[src/rtl/lenet_frame_downscaler_if.sv]
// Bundles the start/status handshake, the frame-memory read port and the output RAM
// write port of the LeNet frame downscaler.
interface lenet_frame_downscaler_if;
  logic        start;
  logic        busy;
  logic        done;
  logic [18:0] addr_mem0;
  logic [7:0]  din;
  logic [9:0]  addr_out;
  logic [7:0]  dout;
  logic        we;

  modport master (
    output start, din,
    input  busy, done, addr_mem0, addr_out, dout, we
  );

  modport slave (
    input  start, din,
    output busy, done, addr_mem0, addr_out, dout, we
  );
endinterface

[src/rtl/lenet_frame_downscaler.sv]
// Box-averages a centred window of the captured frame into an OUT_DIM x OUT_DIM image,
// one band of BLK source rows at a time, and writes it into the LeNet input RAM.
module lenet_frame_downscaler #(
  parameter int WIDTH      = 640,
  parameter int HEIGHT     = 480,
  parameter int X_OFF      = 96,
  parameter int Y_OFF      = 16,
  parameter int BLK        = 16,
  parameter int OUT_DIM    = 28,
  parameter int RD_LATENCY = 1
) (
  input logic clk25,
  input logic rst_n,
  lenet_frame_downscaler_if.slave bus
);
  localparam int LOG2_BLK = $clog2(BLK);
  localparam int SPAN     = BLK * OUT_DIM;
  localparam int COL_W    = $clog2(SPAN);
  localparam int ROW_W    = (LOG2_BLK > 0) ? LOG2_BLK : 1;
  localparam int K_W      = $clog2(OUT_DIM);
  localparam int CNT_W    = (OUT_DIM >= RD_LATENCY) ? K_W : $clog2(RD_LATENCY);
  localparam int ACC_W    = 8 + 2 * LOG2_BLK;

  if ((X_OFF + SPAN > WIDTH) || (Y_OFF + SPAN > HEIGHT)) begin : g_bad_window
    $error("lenet_frame_downscaler: window does not fit inside the source frame");
  end
  if ((BLK < 2) || ((BLK & (BLK - 1)) != 0)) begin : g_bad_blk
    $error("lenet_frame_downscaler: BLK must be a power of two");
  end
  if (RD_LATENCY < 1) begin : g_bad_latency
    $error("lenet_frame_downscaler: RD_LATENCY must be at least 1");
  end

  typedef enum logic [2:0] {IDLE, READ, DRAIN, WRITE, FIN} state_e;

  state_e             state_q, state_d;
  logic [COL_W-1:0]   col_q, col_d;
  logic [ROW_W-1:0]   row_q, row_d;
  logic [K_W-1:0]     band_q, band_d;
  logic [CNT_W-1:0]   cnt_q, cnt_d;
  logic [18:0]        addr_q, addr_d;
  logic               clr_acc;
  logic [ACC_W-1:0]   acc_q [OUT_DIM];
  logic [ACC_W-1:0]   acc_d [OUT_DIM];
  logic               vld_q [RD_LATENCY];
  logic [K_W-1:0]     tag_q [RD_LATENCY];

  logic [COL_W-1:0]   col_inc;
  logic [ROW_W-1:0]   row_inc;
  logic [K_W-1:0]     band_inc;
  logic [K_W-1:0]     wr_k;

  assign col_inc  = col_q + COL_W'(1);
  assign row_inc  = row_q + ROW_W'(1);
  assign band_inc = band_q + K_W'(1);
  assign wr_k     = K_W'(cnt_q);
  assign bus.addr_mem0 = addr_q;

  function automatic logic [18:0] addr_of(input logic [K_W-1:0] b,
                                          input logic [ROW_W-1:0] r,
                                          input logic [COL_W-1:0] c);
    logic [18:0] line;
    line = 19'(Y_OFF) + (19'(b) << LOG2_BLK) + 19'(r);
    return line * 19'(WIDTH) + 19'(X_OFF) + 19'(c);
  endfunction

  always_ff @(posedge clk25) begin
    if (!rst_n) begin
      state_q <= IDLE;
      col_q   <= '0;
      row_q   <= '0;
      band_q  <= '0;
      cnt_q   <= '0;
      addr_q  <= '0;
      for (int i = 0; i < OUT_DIM; i++) acc_q[i] <= '0;
      for (int i = 0; i < RD_LATENCY; i++) begin
        vld_q[i] <= 1'b0;
        tag_q[i] <= '0;
      end
    end else begin
      state_q <= state_d;
      col_q   <= col_d;
      row_q   <= row_d;
      band_q  <= band_d;
      cnt_q   <= cnt_d;
      addr_q  <= addr_d;
      for (int i = 0; i < OUT_DIM; i++) acc_q[i] <= acc_d[i];
      // The address on addr_mem0 this cycle belongs to the tag pushed this cycle.
      vld_q[0] <= (state_q == READ);
      tag_q[0] <= K_W'(col_q >> LOG2_BLK);
      for (int i = 1; i < RD_LATENCY; i++) begin
        vld_q[i] <= vld_q[i-1];
        tag_q[i] <= tag_q[i-1];
      end
    end
  end

  always_comb begin
    state_d      = state_q;
    col_d        = col_q;
    row_d        = row_q;
    band_d       = band_q;
    cnt_d        = cnt_q;
    addr_d       = addr_q;
    clr_acc      = 1'b0;
    bus.busy     = 1'b0;
    bus.done     = 1'b0;
    bus.we       = 1'b0;
    bus.addr_out = '0;
    bus.dout     = '0;
    unique case (state_q)
      IDLE: begin
        if (bus.start) begin
          state_d = READ;
          col_d   = '0;
          row_d   = '0;
          band_d  = '0;
          cnt_d   = '0;
          clr_acc = 1'b1;
          addr_d  = addr_of('0, '0, '0);
        end
      end
      READ: begin
        bus.busy = 1'b1;
        if (col_q == COL_W'(SPAN - 1)) begin
          col_d = '0;
          if (row_q == ROW_W'(BLK - 1)) begin
            row_d   = '0;
            cnt_d   = '0;
            state_d = DRAIN;
          end else begin
            row_d  = row_inc;
            addr_d = addr_of(band_q, row_inc, '0);
          end
        end else begin
          col_d  = col_inc;
          addr_d = addr_of(band_q, row_q, col_inc);
        end
      end
      DRAIN: begin
        bus.busy = 1'b1;
        if (cnt_q == CNT_W'(RD_LATENCY - 1)) begin
          cnt_d   = '0;
          state_d = WRITE;
        end else begin
          cnt_d = cnt_q + CNT_W'(1);
        end
      end
      WRITE: begin
        bus.busy     = 1'b1;
        bus.we       = 1'b1;
        bus.addr_out = 10'(band_q) * 10'(OUT_DIM) + 10'(wr_k);
        bus.dout     = 8'(acc_q[wr_k] >> (2 * LOG2_BLK));
        if (cnt_q == CNT_W'(OUT_DIM - 1)) begin
          cnt_d = '0;
          if (band_q == K_W'(OUT_DIM - 1)) begin
            state_d = FIN;
          end else begin
            band_d  = band_inc;
            addr_d  = addr_of(band_inc, '0, '0);
            state_d = READ;
          end
        end else begin
          cnt_d = cnt_q + CNT_W'(1);
        end
      end
      FIN: begin
        bus.busy = 1'b1;
        bus.done = 1'b1;
        state_d  = IDLE;
      end
      default: state_d = IDLE;
    endcase
  end

  // A column's accumulator is emptied in the same cycle it is written out, so the next
  // band starts from zero without a separate clearing pass.
  always_comb begin
    for (int i = 0; i < OUT_DIM; i++) begin
      acc_d[i] = acc_q[i];
      if (clr_acc || (state_q == WRITE && wr_k == K_W'(i))) begin
        acc_d[i] = '0;
      end else if (vld_q[RD_LATENCY-1] && tag_q[RD_LATENCY-1] == K_W'(i)) begin
        acc_d[i] = acc_q[i] + ACC_W'(bus.din);
      end
    end
  end
endmodule

[src/flat_wrapper.sv]
// flat-port wrapper written by rule: the top's interface ports become plain ports
module lenet_frame_downscaler_flat 
#(
  parameter int WIDTH      = 640,
  parameter int HEIGHT     = 480,
  parameter int X_OFF      = 96,
  parameter int Y_OFF      = 16,
  parameter int BLK        = 16,
  parameter int OUT_DIM    = 28,
  parameter int RD_LATENCY = 1
)
  (clk25, rst_n, bus_start, bus_din, bus_busy, bus_done, bus_addr_mem0, bus_addr_out, bus_dout, bus_we);
  lenet_frame_downscaler_if bus_i ();
  input logic clk25;
  input logic rst_n;
  input wire logic [$bits(bus_i.start)-1:0] bus_start;
  input wire logic [$bits(bus_i.din)-1:0] bus_din;
  output wire logic [$bits(bus_i.busy)-1:0] bus_busy;
  output wire logic [$bits(bus_i.done)-1:0] bus_done;
  output wire logic [$bits(bus_i.addr_mem0)-1:0] bus_addr_mem0;
  output wire logic [$bits(bus_i.addr_out)-1:0] bus_addr_out;
  output wire logic [$bits(bus_i.dout)-1:0] bus_dout;
  output wire logic [$bits(bus_i.we)-1:0] bus_we;
  assign bus_i.start = bus_start;
  assign bus_i.din = bus_din;
  assign bus_busy = bus_i.busy;
  assign bus_done = bus_i.done;
  assign bus_addr_mem0 = bus_i.addr_mem0;
  assign bus_addr_out = bus_i.addr_out;
  assign bus_dout = bus_i.dout;
  assign bus_we = bus_i.we;
  lenet_frame_downscaler #(.WIDTH(WIDTH), .HEIGHT(HEIGHT), .X_OFF(X_OFF), .Y_OFF(Y_OFF), .BLK(BLK), .OUT_DIM(OUT_DIM), .RD_LATENCY(RD_LATENCY)) u_core (.clk25(clk25), .rst_n(rst_n), .bus(bus_i));
endmodule
[config.mk]
export PLATFORM = sky130hd
export DESIGN_NAME = lenet_frame_downscaler_flat
export DESIGN_NICKNAME = d
export VERILOG_FILES = /design/src/rtl/lenet_frame_downscaler_if.sv /design/src/rtl/lenet_frame_downscaler.sv /design/src/flat_wrapper.sv
export SDC_FILE = /design/constraint.sdc
export NUM_CORES = 2
export LEC_CHECK = 0
export ABC_AREA = 1
export CAP_MARGIN = 10
export CORE_UTILIZATION = 69
export DETAILED_ROUTE_END_ITERATION = 6
export PLACE_DENSITY = 0.94
export SYNTH_ARGS = -nofsm -noshare
export SYNTH_HDL_FRONTEND = slang
export SYNTH_SLANG_ARGS = --single-unit
[constraint.sdc]
create_clock -name clk25 -period 4.7 [get_ports clk25]
set_clock_uncertainty 0.2 [all_clocks]
set_input_delay 0.47 -clock clk25 [delete_from_list [all_inputs] [get_ports clk25]]
set_output_delay 0.47 -clock clk25 [all_outputs]
set_load 0.01 [all_outputs]
; ---- Yosys cells after proc, flatten, opt, wreduce, memory -nomap -nowiden
; Memory sizes are Yosys's and may differ from the RTL's. A register that Yosys moved wholly into a read port is not among the register bits.
; Index checks and enable logic that the tools add are counted.
[classes]
add_sub_neg = 41
n_lt_le_gt_ge = 0
n_reduce_logical = 100
eq_ne = 68
mux = 128
div = 0
n_bitwise = 28
shifts = 0
n_mul = 4
[op_table]
columns = op, n
row1 = 16-bit 2-to-1 mux, 84
row2 = 16-bit by 8-bit adder with 16-bit output, 28
row3 = 5-bit == test (second input constant), 25
row4 = 19-bit 2-to-1 mux, 5
row5 = 5-bit by 4-bit == test with 1-bit output (second input constant), 16
row6 = 19-bit by 7-bit adder with 19-bit output (second input constant), 3
row7 = 19-bit by 3-bit multiplier with 12-bit output (second input constant), 3
row8 = 19-bit case mux with 3 select lines, 1
row9 = 1-bit logical AND, 56
row10 = 5-bit 2-to-1 mux, 10
row11 = 5-bit by 3-bit == test with 1-bit output (second input constant), 8
row12 = 19-bit by 4-bit adder with 19-bit output, 2
row13 = 1-bit logical OR, 28
row14 = 1-bit bitwise OR, 28
row15 = 5-bit by 9-bit adder with 10-bit output (first input constant), 2
row16 = 5-bit by 2-bit == test with 1-bit output (second input constant), 4
row17 = 5-bit case mux with 4 select lines, 1
row18 = 19-bit by 9-bit adder with 19-bit output, 1
row19 = 3-bit 2-to-1 mux, 6
row20 = 9-bit 2-to-1 mux, 2
row21 = 9-bit case mux with 2 select lines, 1
row22 = 4-bit 2-to-1 mux, 3
row23 = 3-bit case mux with 4 select lines, 1
row24 = 10-bit by 5-bit adder with 10-bit output, 1
row25 = 30 further kinds, 50
[word_totals]
ff_bits = 45
mem_bits_rw = 454
output_inout_bits = 40
memories = 3
in_bits = 11
romBits = 0
wordCells = 378
latch_bits = 0
[memory_table]
columns = name, words, word_bits, rd, rd_ports_with_merged_regs, wr, line_no
row1 = u_core.acc_q, 28, 16, 29, 1, 28, lenet_frame_downscaler.sv:43  ; logic [ACC_W-1:0] acc_q [OUT_DIM];
row2 = u_core.tag_q, 1, 5, 1, 0, 1, lenet_frame_downscaler.sv:46  ; logic [K_W-1:0] tag_q [RD_LATENCY];
row3 = u_core.vld_q, 1, 1, 1, 0, 1, lenet_frame_downscaler.sv:45  ; logic vld_q [RD_LATENCY];

; ---- Depth between registers and ports, before layout
[depth]
ltp_word = 7
ltp_mapped = 21
depth_no_buf = 21

; ---- Worst setup path before layout
; OpenSTA, ideal clock, no wires.
[synth_timing]
kind = input to register
from = input port bus_din[1]
to = memory u_core.acc_q[0][12] in the netlist's numbering
slack_ns = 1.360
arrival_ns = 3.024
required_ns = 4.384
n_path_buf = 0
cell_stages = 12
setup_time_ns = 0.116
path_cell_list = inv_1 > fa_1 > inv_1 > a21oi_1 > o21ai_0 > nand4_1 > nand2_1 > nand2_1 > nor3b_1 > nand3_1 > nand2_1 > a21oi_1
[synth_rtl]
columns = element, line_no
row1 = from (decl), flat_wrapper.sv:17  ; input wire logic [$bits(bus_i.din)-1:0] bus_din;
row2 = to (decl), lenet_frame_downscaler.sv:43

; ---- Worst setup path in the final report
[layout_timing]
from = register u_core.band_q[2]
to = output port bus_addr_out[9]
[layout_between]
elab_chain_cells = 3
[layout_rtl]
columns = element, line_no
row1 = from (decl), lenet_frame_downscaler.sv:39  ; logic [K_W-1:0] band_q, band_d;
row2 = from (signal assigned), lenet_frame_downscaler.sv:84  ; band_q <= band_d;
row3 = 5-bit by 3-bit multiplier with 8-bit output, lenet_frame_downscaler.sv:152  ; bus.addr_out = 10'(band_q) * 10'(OUT_DIM) + 10'(wr_k);
row4 = 10-bit by 5-bit adder with 10-bit output, lenet_frame_downscaler.sv:152
row5 = 10-bit 2-to-1 mux, lenet_frame_downscaler.sv:111  ; unique case (state_q)
row6 = to (decl), flat_wrapper.sv:21  ; output wire logic [$bits(bus_i.addr_out)-1:0] bus_addr_out;
; No other way between the ends.

==> run summary <==
clk buf depth -> 3
metal3 WL -> 9.05 mm
asr flop ratio synth -> 0
mux cell area share after synthesis -> 0.000591
final wirelength -> 92.8 mm
Net Sw Power -> 4.47 mW
setup tns final -> 0 ns
die height -> 224 um
CTS Sinks -> 504
cts bufs inserted -> 54
All-Layer GR Usage -> 0.366
vias per cell -> 5.98
syn avg cell area -> 6.83 um2
CP required -> 4.03 ns
hold crit path type -> reg -> reg
RSZ-0062 raised after global routing -> no
Simple-Gate Fraction of Synth Area -> 0.234
Worst Setup End Kind -> output pin
Final ANT Viol Nets -> 0
DP Wirelength -> 63.6 mm
first-pass GRT wire length -> 152 mm
Worst VDD drop -> 0.000444 V
crit path time final -> 4.50 ns
wire length on met1 -> 36.5 mm
Placed Area -> 34900 um2
Ys Warns -> 0
R2R depth -> 15
placed cells -> 5554
post-synthesis cell count -> 4962
Port Buffers -> 50
Setup CP Type -> reg -> out
ys flop type -> dfxtp_1
# IOs -> 51
crit start category -> flop
Design Area, Final -> 36900 um2
FMAX -> 222 MHz
starting density of the core -> 0.705
Final Net Count -> 5318
fillers -> 3354
largest area contributor in the netlist -> dfxtp_1
Synth-to-Final Area Change -> 8.84%
Post-synth EDFFs -> 0
Comb pwr share -> 0.284
PwrDens -> 345 nW/um2
reg2reg end -> u_core.bus.addr_mem0[15]
total die area -> 50000 um2
clock latency on the worst-skew pair -> 0.62 ns
maxcap violations -> 0
CORE AREA -> 48000 um2
share of post-route cells with drive strength above 1 -> 0.0470
compound-gate portion of the synthesized area -> 0.197
via count -> 33800
Clock Pin Slew Worst Setup and Hold Paths -> 0.06 ns
H-tree levels -> 2
top-area cell type share of the netlist area -> 0.298
Worst Path Max Fanout -> 8
Int Power -> 8.24 mW
headroom to the max-slew limit -> 0.200
RePlAce Congestion -> 0.976
Clock Tree Root -> clkbuf_16
largest net degree at the start of global routing -> 93
fin. max-slew vios -> 0
xor/xnor share of the synthesized area -> 0.0491
adder-cell share of the synthesized area -> 0.123
vias in the first global route -> 32100
chip width -> 224 um
Hold Vio Cnt, Final -> 0
most common cell after layout, fill and taps aside -> nand2_1
synth top area cells -> dfxtp_1 (30%), nand2_1 (11%), ha_1 (10%), inv_1 (8.2%), a21oi_1 (8.2%)
Met2 Wirelength -> 42.3 mm
Finished Layout Cells -> 5657
Final setup viols -> 0
worst hold start -> u_core.bus.addr_mem0[1]
gr ovfl total -> 0
status -> complete, no violations
Arrival @ worst endpoint -> 3.83 ns
most frequent cells in the layout -> nand2_1 (1000), inv_1 (736), a21oi_1 (553)
sequential area share after synthesis -> 0.298
wire per inst -> 16.4 um
Flop pwr share -> 0.354
register-to-register setup slack -> 1.05 ns
CTS tree -> yes
Hold Path End -> u_core.bus.addr_mem0[1]
DRC viols -> 0
DRT iter0 DRCs -> 3677
Slew @ Worst Pin -> 1.20 ns
initial antenna violation count -> 0
Pre-Repair DR Iteration Count -> 6
row count -> 80
sw frac -> 0.352
period utilization -> 0.957
hold path cells -> 2
Mapped Nets -> 5285
Pleak -> 16.7 nW
worst r2r src -> u_core.band_q[0]
Synth Cell Area -> 33900 um2
largest family of logic cells by synthesized area -> simple AND/OR/NAND/NOR gates
synth unique cells -> 60
#FFs+latches synth -> 504
Clk pwr share -> 0.363
Max Used Layer -> met4
power by group through the flow:
stage                     clock (mW)  sequential (mW)  combinational (mW)
after global placement             0             4.58                3.35
after detailed placement           0             4.58                3.44
after floorplan                    0             4.57                2.50
final                           4.61             4.49                3.60
after CTS                       4.62             4.49                3.49
after global routing            4.79             4.51                3.97
area by class of cell:
type,instances,area (um2),area share
antenna,1,2.50,0.0000679
tap,615,769,0.0209
clock buffer,79,1650,0.0447
sequential,504,10100,0.274
multi-input combinational,3591,20500,0.555
clock inverter,23,278,0.00753
timing repair buffer,85,748,0.0203
inverter,759,2860,0.0774
state kept, by name, summed over array words and instances (netlist names), named ones only:
signal and flops:
u_core.state_q 3, u_core.bus.addr_mem0 19, u_core.col_q 9, u_core.vld_q 1, u_core.cnt_q 5, u_core.tag_q 5, u_core.acc_q 448, u_core.band_q 5
u_core.row_q 4
through the flow:
step	setup WS (ns)	power, mW	hold WS [ns]	util
2_1_floorplan	1.36	7.06	0.224	-
3_5_place_dp	0.799	8.03	0.250	0.727
4_1_cts	0.106	12.6	0.259	0.767
3_3_place_gp	0.815	7.93	0.236	0.727
6_report	0.203	12.7	0.260	0.767
5_1_grt	0.0189	13.3	0.282	0.767
routing by layer:
metal | GRT usage | vias up
li1 | - | 16400
met1 | 0.453 | 15400
met2 | 0.602 | 1587
met3 | 0.0738 | 384
met4 | 0.194 | 0
met5 | 0 | -
synth_stat cells, drive strengths merged (7+ instances only):
cell and instances:
buf 33, clkbuf 75, or2 42, o21bai 69, a21oi 558, nor3b 9
nand2 1004, ha 275, inv 756, nor2 377, o21ai 454, a31oi 22
nand4 56, nor4 7, nand3 268, a21boi 10, fa 37, nor3 84
xnor2 102, a211oi 11, a21o 38, o211ai 23, xor2 88, and3 7
o21a 15, dfxtp 504, o22ai 8
critical path: stages (launching register included):
cell	delay, ns
dfxtp_1	0.52
fa_1	0.55
ha_1	0.25
fa_1	0.54
inv_1	0.07
nor2_1	0.14
nand2_1	0.08
nor2_1	0.11
inv_1	0.07
o21a_1	0.16
nor3_1	0.16
clkdlybuf4s50_1	0.56
logic make-up after synthesis:
family / Yosys count
simple gates: 1862
mux: 2
flops: 504
xor+xnor: 190
buf+inv: 867
compound gates: 1225
fa+ha+maj: 312
worst max path at each step:
stage                           from             endpoint  slack [ns]  depth (start not counted)
finish              u_core.band_q[2]      bus_addr_out[9]        0.20                         11
global route        u_core.band_q[2]      bus_addr_out[9]        0.02                         13
CTS                 u_core.band_q[0]      bus_addr_out[9]        0.11                         11
detailed placement  u_core.band_q[0]      bus_addr_out[9]        0.80                         11
global placement    u_core.band_q[0]      bus_addr_out[9]        0.81                         11
floorplan                 bus_din[1]  u_core.acc_q[0][12]        1.36                         12
timing repair:
item,CTS,global route
resized for setup,0,1
setup buffers,0,0
endpoints found under the setup margin,0,2
hold buffers,0,0
No activity file was read; power rests on OpenSTA's default activity.
